[src/rtl/render_pkg.sv]
// Shared types for the render-domain frame scheduler.
package render_pkg;

    // Scheduler states; the encoding is visible on state_o for debug.
    typedef enum logic [2:0] {
        IDLE       = 3'd0,
        WAIT_FRAME = 3'd1,
        LAUNCH     = 3'd2,
        DRAW       = 3'd3,
        DRAIN      = 3'd4,
        READY      = 3'd5
    } sched_state_t;

    // A frame is "in flight" from launch until the pipeline has drained.
    function automatic logic is_frame_active(input sched_state_t s);
        return (s == LAUNCH) || (s == DRAW) || (s == DRAIN);
    endfunction

endpackage

[src/rtl/busy_quiet_timer.sv]
// Counts consecutive non-busy cycles. quiet is asserted combinationally in
// the cycle that supplies the DRAIN_CYCLES-th consecutive quiet cycle, so the
// owner can change state on the same clock edge that completes the window.
module busy_quiet_timer #(
    parameter int unsigned DRAIN_CYCLES = 8
) (
    input  logic clk,
    input  logic rst_n,
    input  logic clear,
    input  logic busy,
    output logic quiet
);

    localparam int unsigned   TW   = $clog2(DRAIN_CYCLES + 1);
    localparam logic [TW-1:0] LAST = TW'(DRAIN_CYCLES - 1);
    localparam logic [TW-1:0] FULL = TW'(DRAIN_CYCLES);

    logic [TW-1:0] cnt_q;
    logic [TW-1:0] cnt_d;

    // Next count: restart on clear or any busy cycle, otherwise count up and hold at full.
    always_comb begin
        cnt_d = cnt_q;
        if (clear || busy) begin
            cnt_d = '0;
        end else if (cnt_q != FULL) begin
            cnt_d = cnt_q + TW'(1);
        end
    end

    // Window completes on this cycle when it is quiet and enough quiet cycles preceded it.
    assign quiet = !clear && !busy && (cnt_q >= LAST);

    // Counter register.
    always_ff @(posedge clk or negedge rst_n) begin
        if (!rst_n) begin
            cnt_q <= '0;
        end else begin
            cnt_q <= cnt_d;
        end
    end

endmodule

[src/rtl/render_frame_scheduler.sv]
// Render-domain frame sequencer: launches a frame on a display tick, waits for
// the driver/renderer/depth pipeline to drain, then swaps on the next tick.
// Frames that span too many ticks are aborted without a swap.
module render_frame_scheduler
    import render_pkg::*;
#(
    parameter int unsigned DRAIN_CYCLES = 8,
    parameter int unsigned MAX_OVERRUN  = 3,
    parameter int unsigned CNT_W        = 16
) (
    input  logic             clk,
    input  logic             rst_n,
    input  logic             enable,
    input  logic             frame_tick,
    input  logic             scene_ready,
    input  logic             draw_done,
    input  logic             driver_busy,
    input  logic             renderer_busy,
    output logic             begin_frame,
    output logic             draw_start,
    output logic             swap,
    output logic             abort,
    output logic             frame_active,
    output logic [CNT_W-1:0] frame_cnt,
    output logic [CNT_W-1:0] overrun_cnt,
    output logic [CNT_W-1:0] abort_cnt,
    output logic [2:0]       state_o
);

    localparam int unsigned      OVR_W    = $clog2(MAX_OVERRUN + 1);
    localparam logic [OVR_W-1:0] OVR_LAST = OVR_W'(MAX_OVERRUN - 1);

    sched_state_t     state_q, state_d;
    logic             begin_frame_q, begin_frame_d;
    logic             draw_start_q, draw_start_d;
    logic             swap_q, swap_d;
    logic             abort_q, abort_d;
    logic             frame_active_q, frame_active_d;
    logic [CNT_W-1:0] frame_cnt_q, frame_cnt_d;
    logic [CNT_W-1:0] overrun_cnt_q, overrun_cnt_d;
    logic [CNT_W-1:0] abort_cnt_q, abort_cnt_d;
    logic [OVR_W-1:0] ovr_ticks_q, ovr_ticks_d;

    logic go;
    logic drain_quiet;
    logic start_frame;
    logic swap_now;
    logic overrun_tick;

    assign go = enable & scene_ready;

    function automatic logic [CNT_W-1:0] sat_inc(input logic [CNT_W-1:0] v);
        return (&v) ? v : v + CNT_W'(1);
    endfunction

    // Drain timer runs only while in DRAIN, so it is already zero on entry.
    busy_quiet_timer #(
        .DRAIN_CYCLES(DRAIN_CYCLES)
    ) u_quiet (
        .clk   (clk),
        .rst_n (rst_n),
        .clear (state_q != DRAIN),
        .busy  (driver_busy | renderer_busy),
        .quiet (drain_quiet)
    );

    // Next-state, registered-output and counter logic.
    always_comb begin
        state_d       = state_q;
        begin_frame_d = 1'b0;
        draw_start_d  = 1'b0;
        swap_d        = 1'b0;
        abort_d       = 1'b0;
        ovr_ticks_d   = ovr_ticks_q;
        start_frame   = 1'b0;
        swap_now      = 1'b0;
        overrun_tick  = 1'b0;

        case (state_q)
            IDLE: begin
                if (go) state_d = WAIT_FRAME;
            end
            WAIT_FRAME: begin
                if (!go) state_d = IDLE;
                else if (frame_tick) start_frame = 1'b1;
            end
            LAUNCH: begin
                state_d      = DRAW;
                draw_start_d = 1'b1;
            end
            DRAW, DRAIN: begin
                if ((state_q == DRAIN) && drain_quiet) begin
                    // Completion beats any watchdog tick arriving on the same cycle.
                    if (frame_tick && go) begin
                        start_frame = 1'b1;
                        swap_now    = 1'b1;
                    end else begin
                        state_d = READY;
                    end
                end else begin
                    if (frame_tick) begin
                        overrun_tick = 1'b1;
                        ovr_ticks_d  = ovr_ticks_q + OVR_W'(1);
                        if (ovr_ticks_q >= OVR_LAST) begin
                            abort_d = 1'b1;
                            state_d = WAIT_FRAME;
                        end
                    end
                    if ((state_q == DRAW) && draw_done && !abort_d) state_d = DRAIN;
                end
            end
            READY: begin
                // Losing go discards the finished frame; the old front buffer stays.
                if (!go) state_d = IDLE;
                else if (frame_tick) begin
                    start_frame = 1'b1;
                    swap_now    = 1'b1;
                end
            end
            default: state_d = IDLE;
        endcase

        if (start_frame) begin
            state_d       = LAUNCH;
            begin_frame_d = 1'b1;
            ovr_ticks_d   = '0;
        end

        swap_d         = swap_now;
        frame_active_d = is_frame_active(state_d);
        frame_cnt_d    = swap_now     ? sat_inc(frame_cnt_q)   : frame_cnt_q;
        overrun_cnt_d  = overrun_tick ? sat_inc(overrun_cnt_q) : overrun_cnt_q;
        abort_cnt_d    = abort_d      ? sat_inc(abort_cnt_q)   : abort_cnt_q;
    end

    // State, output and counter registers.
    always_ff @(posedge clk or negedge rst_n) begin
        if (!rst_n) begin
            state_q        <= IDLE;
            begin_frame_q  <= 1'b0;
            draw_start_q   <= 1'b0;
            swap_q         <= 1'b0;
            abort_q        <= 1'b0;
            frame_active_q <= 1'b0;
            frame_cnt_q    <= '0;
            overrun_cnt_q  <= '0;
            abort_cnt_q    <= '0;
            ovr_ticks_q    <= '0;
        end else begin
            state_q        <= state_d;
            begin_frame_q  <= begin_frame_d;
            draw_start_q   <= draw_start_d;
            swap_q         <= swap_d;
            abort_q        <= abort_d;
            frame_active_q <= frame_active_d;
            frame_cnt_q    <= frame_cnt_d;
            overrun_cnt_q  <= overrun_cnt_d;
            abort_cnt_q    <= abort_cnt_d;
            ovr_ticks_q    <= ovr_ticks_d;
        end
    end

    assign begin_frame  = begin_frame_q;
    assign draw_start   = draw_start_q;
    assign swap         = swap_q;
    assign abort        = abort_q;
    assign frame_active = frame_active_q;
    assign frame_cnt    = frame_cnt_q;
    assign overrun_cnt  = overrun_cnt_q;
    assign abort_cnt    = abort_cnt_q;
    assign state_o      = state_q;

endmodule

[config.mk]
export PLATFORM = sky130hd
export DESIGN_NAME = render_frame_scheduler
export DESIGN_NICKNAME = d
export VERILOG_FILES = /design/src/rtl/render_pkg.sv /design/src/rtl/busy_quiet_timer.sv /design/src/rtl/render_frame_scheduler.sv
export SDC_FILE = /design/constraint.sdc
export NUM_CORES = 1
export LEC_CHECK = 0
export CORE_UTILIZATION = 55
export DETAILED_ROUTE_END_ITERATION = 8
export PLACE_DENSITY = 0.94
export SLEW_MARGIN = 25
export SYNTH_ARGS = -nofsm -noshare
export SYNTH_HDL_FRONTEND = slang
export SYNTH_HIERARCHICAL = 1
export SYNTH_SLANG_ARGS = --single-unit
export TNS_END_PERCENT = 10
[constraint.sdc]
create_clock -name clk -period 8.4 [get_ports clk]
set_input_delay 0.84 -clock clk [delete_from_list [all_inputs] [get_ports clk]]
set_output_delay 0.84 -clock clk [all_outputs]
set_load 0.01 [all_outputs]
-- Word level (Yosys, flattened, before mapping)
Cells that the tools add are included.
- $add $sub $neg: 5
- order comparisons: 2
- eq/ne operators: 11
- multiplexer cells: 31
- bitwise gates (word level): 5
- reductions and logical operators: 25
- operator list (operator ; number):
    $add 16x1->16 const B ; 3
    $reduce_and 16->1 ; 3
    $mux 3 ; 8
    $mux 1 ; 14
    $eq 3x2->1 const B ; 4
    $pmux 3 s4 ; 1
    $eq 3x3->1 const B ; 3
    $mux 2 ; 4
    $mux 4 ; 2
    $logic_and 1x1->1 ; 6
    $reduce_and 2->1 ; 3
    $reduce_bool 2->1 ; 3
    $add 4x1->4 const B ; 1
    $ge 4x3->1 const B ; 1
    $ne 4x4->1 const B ; 1
    $pmux 1 s2 ; 2
    $reduce_or 2->1 ; 2
    $eq 3x1->1 const B ; 1
    $logic_not 1->1 ; 3
    $logic_not 3->1 ; 1
    $logic_or 1x1->1 ; 3
    $ne 3x3->1 const B ; 1
    $not 1->1 ; 3
    $reduce_and 3->1 ; 1
    5 further kinds ; 5
- register bits after elaboration: 62
- bits of input ports: 8
- output and inout bits: 56

-- Depth between registers and ports, before layout
- depth after elaboration: 16
- mapped depth: 11
- mapped depth without buffers: 10

-- By module
Netlist, hierarchy kept.
- modules (own cells, without submodules) (module ; instances ; cells each ; area an instance (sq um) ; seq. area each (sq um)):
    render_frame_scheduler ; 1 ; 256 ; 2815.2 ; 1451.4
    busy_quiet_timer ; 1 ; 22 ; 230.2 ; 100.1

-- Least setup slack after synthesis
Ideal clock, no wire load.
- path kind: input to register
- start point: in renderer_busy
- end point: reg frame_cnt_q[13] (netlist: frame_cnt[13])
- setup time: 0.126 ns
- arrival: 2.720 ns
- path slack: 5.554 ns
- stages on the path: 8
- path buffers: 0
- cells stage by stage: or2_2 or2_1 nor2_1 o21ai_0 or2_2 a2111oi_0 nand4_1 xnor2_1
- word-level cells in the longest chain between the ends: 8
- RTL lines (item ; line ; source):
    start, declared ; render_frame_scheduler.sv:18 ; input logic renderer_busy,
    $or 1x1->1 ; render_frame_scheduler.sv:63 ; .busy (driver_busy | renderer_busy),
    $logic_not 1->1 ; busy_quiet_timer.sv:32 ; assign quiet = !clear && !busy && (cnt_q >= LAST);
    $logic_and 1x1->1 (2 in a row) ; busy_quiet_timer.sv:32 ;
    named net drain_quiet ; render_frame_scheduler.sv:45 ; logic drain_quiet;
    $logic_and 1x1->1 ; render_frame_scheduler.sv:92 ; if ((state_q == DRAIN) && drain_quiet) begin
    $mux 1 ; render_frame_scheduler.sv:92 ;
    $pmux 1 s2 ; render_frame_scheduler.sv:79 ; case (state_q)
    $reduce_and 2->1 (no source line) ; - ;
    end signal, assigned ; render_frame_scheduler.sv:156 ; frame_cnt_q <= frame_cnt_d;
    end, declared ; render_frame_scheduler.sv:39 ; logic [CNT_W-1:0] frame_cnt_q, frame_cnt_d;
The timed path passes the listed nets, and every way through them passes these cells.
A chain may end at the register's enable or synchronous reset.

-- Worst setup path after layout
Ends and elaborated chain as after synthesis.

==> flow_summary.json <==
{
  "grt.overflow.total": 0,
  "core.rowCount": 26,
  "die_area_sq_mm": 0.005838,
  "yosysSeqAreaShare_pct": 50.94,
  "fp.coreArea_sq_mm": 0.005205,
  "syn-cell-area_sq_mm": 0.003045,
  "outcome": "finished, final reports clean",
  "dp_hpwl_mm": 4.227,
  "synth_edf_count": 0,
  "tns_ns": 0,
  "cts_resized": 0,
  "ys_top_cells_by_count": "62 x dfrtp_1, 27 x xnor2_1, 23 x nand2_1, 23 x nor2_1, 17 x xor2_1",
  "pwr-share-seq_pct": 44.6,
  "yosys_warnings": 6,
  "synthFlopType": "dfrtp_1",
  "worst_slew_pin_slew_ns": 0.7390,
  "slew_violations": 0,
  "switchingPower_mw": 0.2211,
  "grt_pass1_vias": 2190,
  "crit_path_end_kind": "flip-flop",
  "post_cts_buffers": 0,
  "synth_top_area_cell": "dfrtp_1",
  "rsz0062_at_grt": "no",
  "hold_buffers": 0,
  "cts_tree": "done",
  "p_leak_nw": 1.757,
  "syn_avg_cell_area_sq_um": 10.95,
  "grt_pass1_wl_mm": 10.07,
  "worstSetupPathType": "primary input to flip-flop",
  "io_buffers": 63,
  "synth.area.top_cells": "dfrtp_1 51%, xnor2_1 7.8%, xor2_1 4.9%, nand2_1 2.8%, nor2_1 2.8%",
  "drive_gt1_share_pct": 9.887,
  "drt_iter0_drc": 121,
  "start_util_pct": 58.51,
  "vdd_drop_max_mv": 0.1467,
  "fp.dieH_um": 76.41,
  "maxCapViolCount": 0,
  "antenna_found_initial": 0,
  "route.vias.total": 2308,
  "power.density_mw_per_mm2": 206.7,
  "fp.dieW_um": 76.41,
  "synthDominantCellAreaShare_pct": 50.94,
  "skew_ns": 0.007335,
  "detail_route.wl_per_cell_um": 14.12,
  "root_buffer": "clkbuf_8",
  "postSynthCellCount": 278,
  "ys_async_sr_fraction_pct": 100.0,
  "period_needed_ns": 3.118,
  "cp_slowest_stage_delay_ns": 0.45,
  "swShare_pct": 26.90,
  "wl_mm": 5.985,
  "worstPathMaxFanout": 6,
  "finalSetupViolations": 0,
  "dpl_worst_slack_ns": 4.913,
  "antenna_left": 0,
  "syn-num-nets": 292,
  "cts_max_level": 3,
  "fin_nets": 363,
  "clk_pin_slew_ns": 0.06,
  "min_period_over_period_pct": 37.12,
  "layout_setup_ws_ns": 5.282,
  "cts.sinks": 62,
  "worst-endpoint-arrival_ns": 3.35,
  "cts_buffers": 9,
  "cp_common_cell": "or2_2",
  "fillCellCount": 360,
  "timing.max_slew.rel_slack_pct": 50.73,
  "worstHoldPathType": "flip-flop to flip-flop",
  "comb_power_share_pct": 18.6,
  "gp_congestion": 0.8254,
  "io_pins": 64,
  "p_int_mw": 0.6008,
  "multiInputGateArea_sq_mm": 0.001435,
  "fmax_ghz": 0.3207,
  "diodes": 0,
  "critPathSlowestCell": "a2111oi_0",
  "worst_setup_path_start_kind": "primary input",
  "clk_path_buf_depth": 2,
  "clk_latency_ns": 0.34,
  "cp.required_ns": 8.63,
  "grt_max_degree": 63,
  "ff_latch_area_sq_mm": 0.001551,
  "synthDistinctLibCells": 49,
  "ys_ff_latch": 62,
  "drc": 0,
  "cp_cell_sequence": "clkdlybuf4s50_1 > or2_2 > or2_1 > nor2_1 > o21ai_0 > or2_2 > a2111oi_0 > nand4_1 > xnor2_1",
  "vias_per_cell": 5.443,
  "grt_use_total_pct": 22.16,
  "hold_viol": 0,
  "areaGrowthSynthToFinish_pct": 30.53,
  "dr.pass1.iters": 4,
  "yosysMostFrequentCell": "dfrtp_1",
  "power.share.clock_pct": 36.8
}
## layer usage
layer	global-route usage, %	wire length (um)	vias up
met5	0	0	-
met4	9.231	93	0
met3	5.269	289	9
met2	36.13	2872	55
met1	28.34	2729	1127
li1	-	-	1117
## stage by stage
step	hold slack (ns)	utilization, %	std cells	total power [mW]	cell area, sq um
global placement	0.4732	71.88	408	0.5171	3741
floorplan	0.5099	-	278	0.4507	3045
finish	0.4959	76.37	424	0.8218	3975
detailed placement	0.4843	71.88	408	0.5236	3741
global route	0.5059	76.37	424	0.8570	3975
CTS	0.4975	76.37	424	0.8291	3975
## sequential cells by signal, indices dropped and copies added, names as in the netlist
signal	count
abort_cnt	16
frame_cnt	16
overrun_cnt	16
u_quiet/cnt_q	4
state_o	3
ovr_ticks_q	2
abort	1
begin_frame	1
draw_start	1
frame_active	1
swap	1
## power by group through the flow
stage / registers, mW / clock network [mW] / logic (mW)
floorplan: 0.369 / 0 / 0.0820
global route: 0.372 / 0.318 / 0.168
global placement: 0.370 / 0 / 0.148
CTS: 0.365 / 0.309 / 0.155
finish: 0.366 / 0.302 / 0.153
detailed placement: 0.370 / 0 / 0.153
## kinds of logic (layout without fill, tap and decap cells)
group | count (synthesis) | count (layout) | share of synthesized area [%]
compound gates | 27 | 27 | 7.396
mux | 6 | 6 | 2.095
xor+xnor | 44 | 44 | 12.65
flops | 62 | 62 | 50.95
simple gates | 120 | 120 | 22.51
fa+ha+maj | 6 | 6 | 2.465
buf+inv | 13 | 89 | 1.930
## worst max-delay path, delay by kind of cell
family          cells  cell delay, ns
compound gates      2            0.56
buf+inv             1            0.39
simple gates        5            1.40
xor+xnor            1            0.15
## path summary, 6_finish.rpt
check	startpoint	endpoint	slack (ns)	depth (start not counted)
hold / removal	frame_cnt[7]	frame_cnt[7]	0.50	1
setup / recovery	renderer_busy	frame_cnt[13]	5.28	9
min in group asynchronous	rst_n	overrun_cnt[15]	0.64	2
hold reg to reg	frame_cnt[7]	frame_cnt[7]	0.50	1
setup reg to reg	state_o[0]	frame_cnt[13]	5.41	9
max in group asynchronous	rst_n	frame_cnt[1]	7.27	2
## layout make-up
cell class              instances  area share (%)
well taps                      70           2.203
clock buffers                  13           4.249
flip-flops and latches         62           39.03
clock inverters                 3           1.637
repair buffers                 64           15.93
inverters                       9          0.8499
multi-input cells             203           36.10
## placed cells by master (no fill, tap or decap), types with 4 or more instances in the layout
| master | n |
|---|---|
| nand4_1 | 12 |
| nand2_1 | 23 |
| a21oi_1 | 8 |
| clkbuf_8 | 12 |
| nand3_1 | 13 |
| and3_1 | 12 |
| ha_1 | 6 |
| dfrtp_1 | 62 |
| and4_1 | 4 |
| nor2_1 | 23 |
| inv_1 | 9 |
| a31oi_1 | 5 |
| xor2_1 | 17 |
| clkdlybuf4s50_1 | 62 |
| xnor2_1 | 27 |
Note: power is estimated with default switching activity, not from simulation.
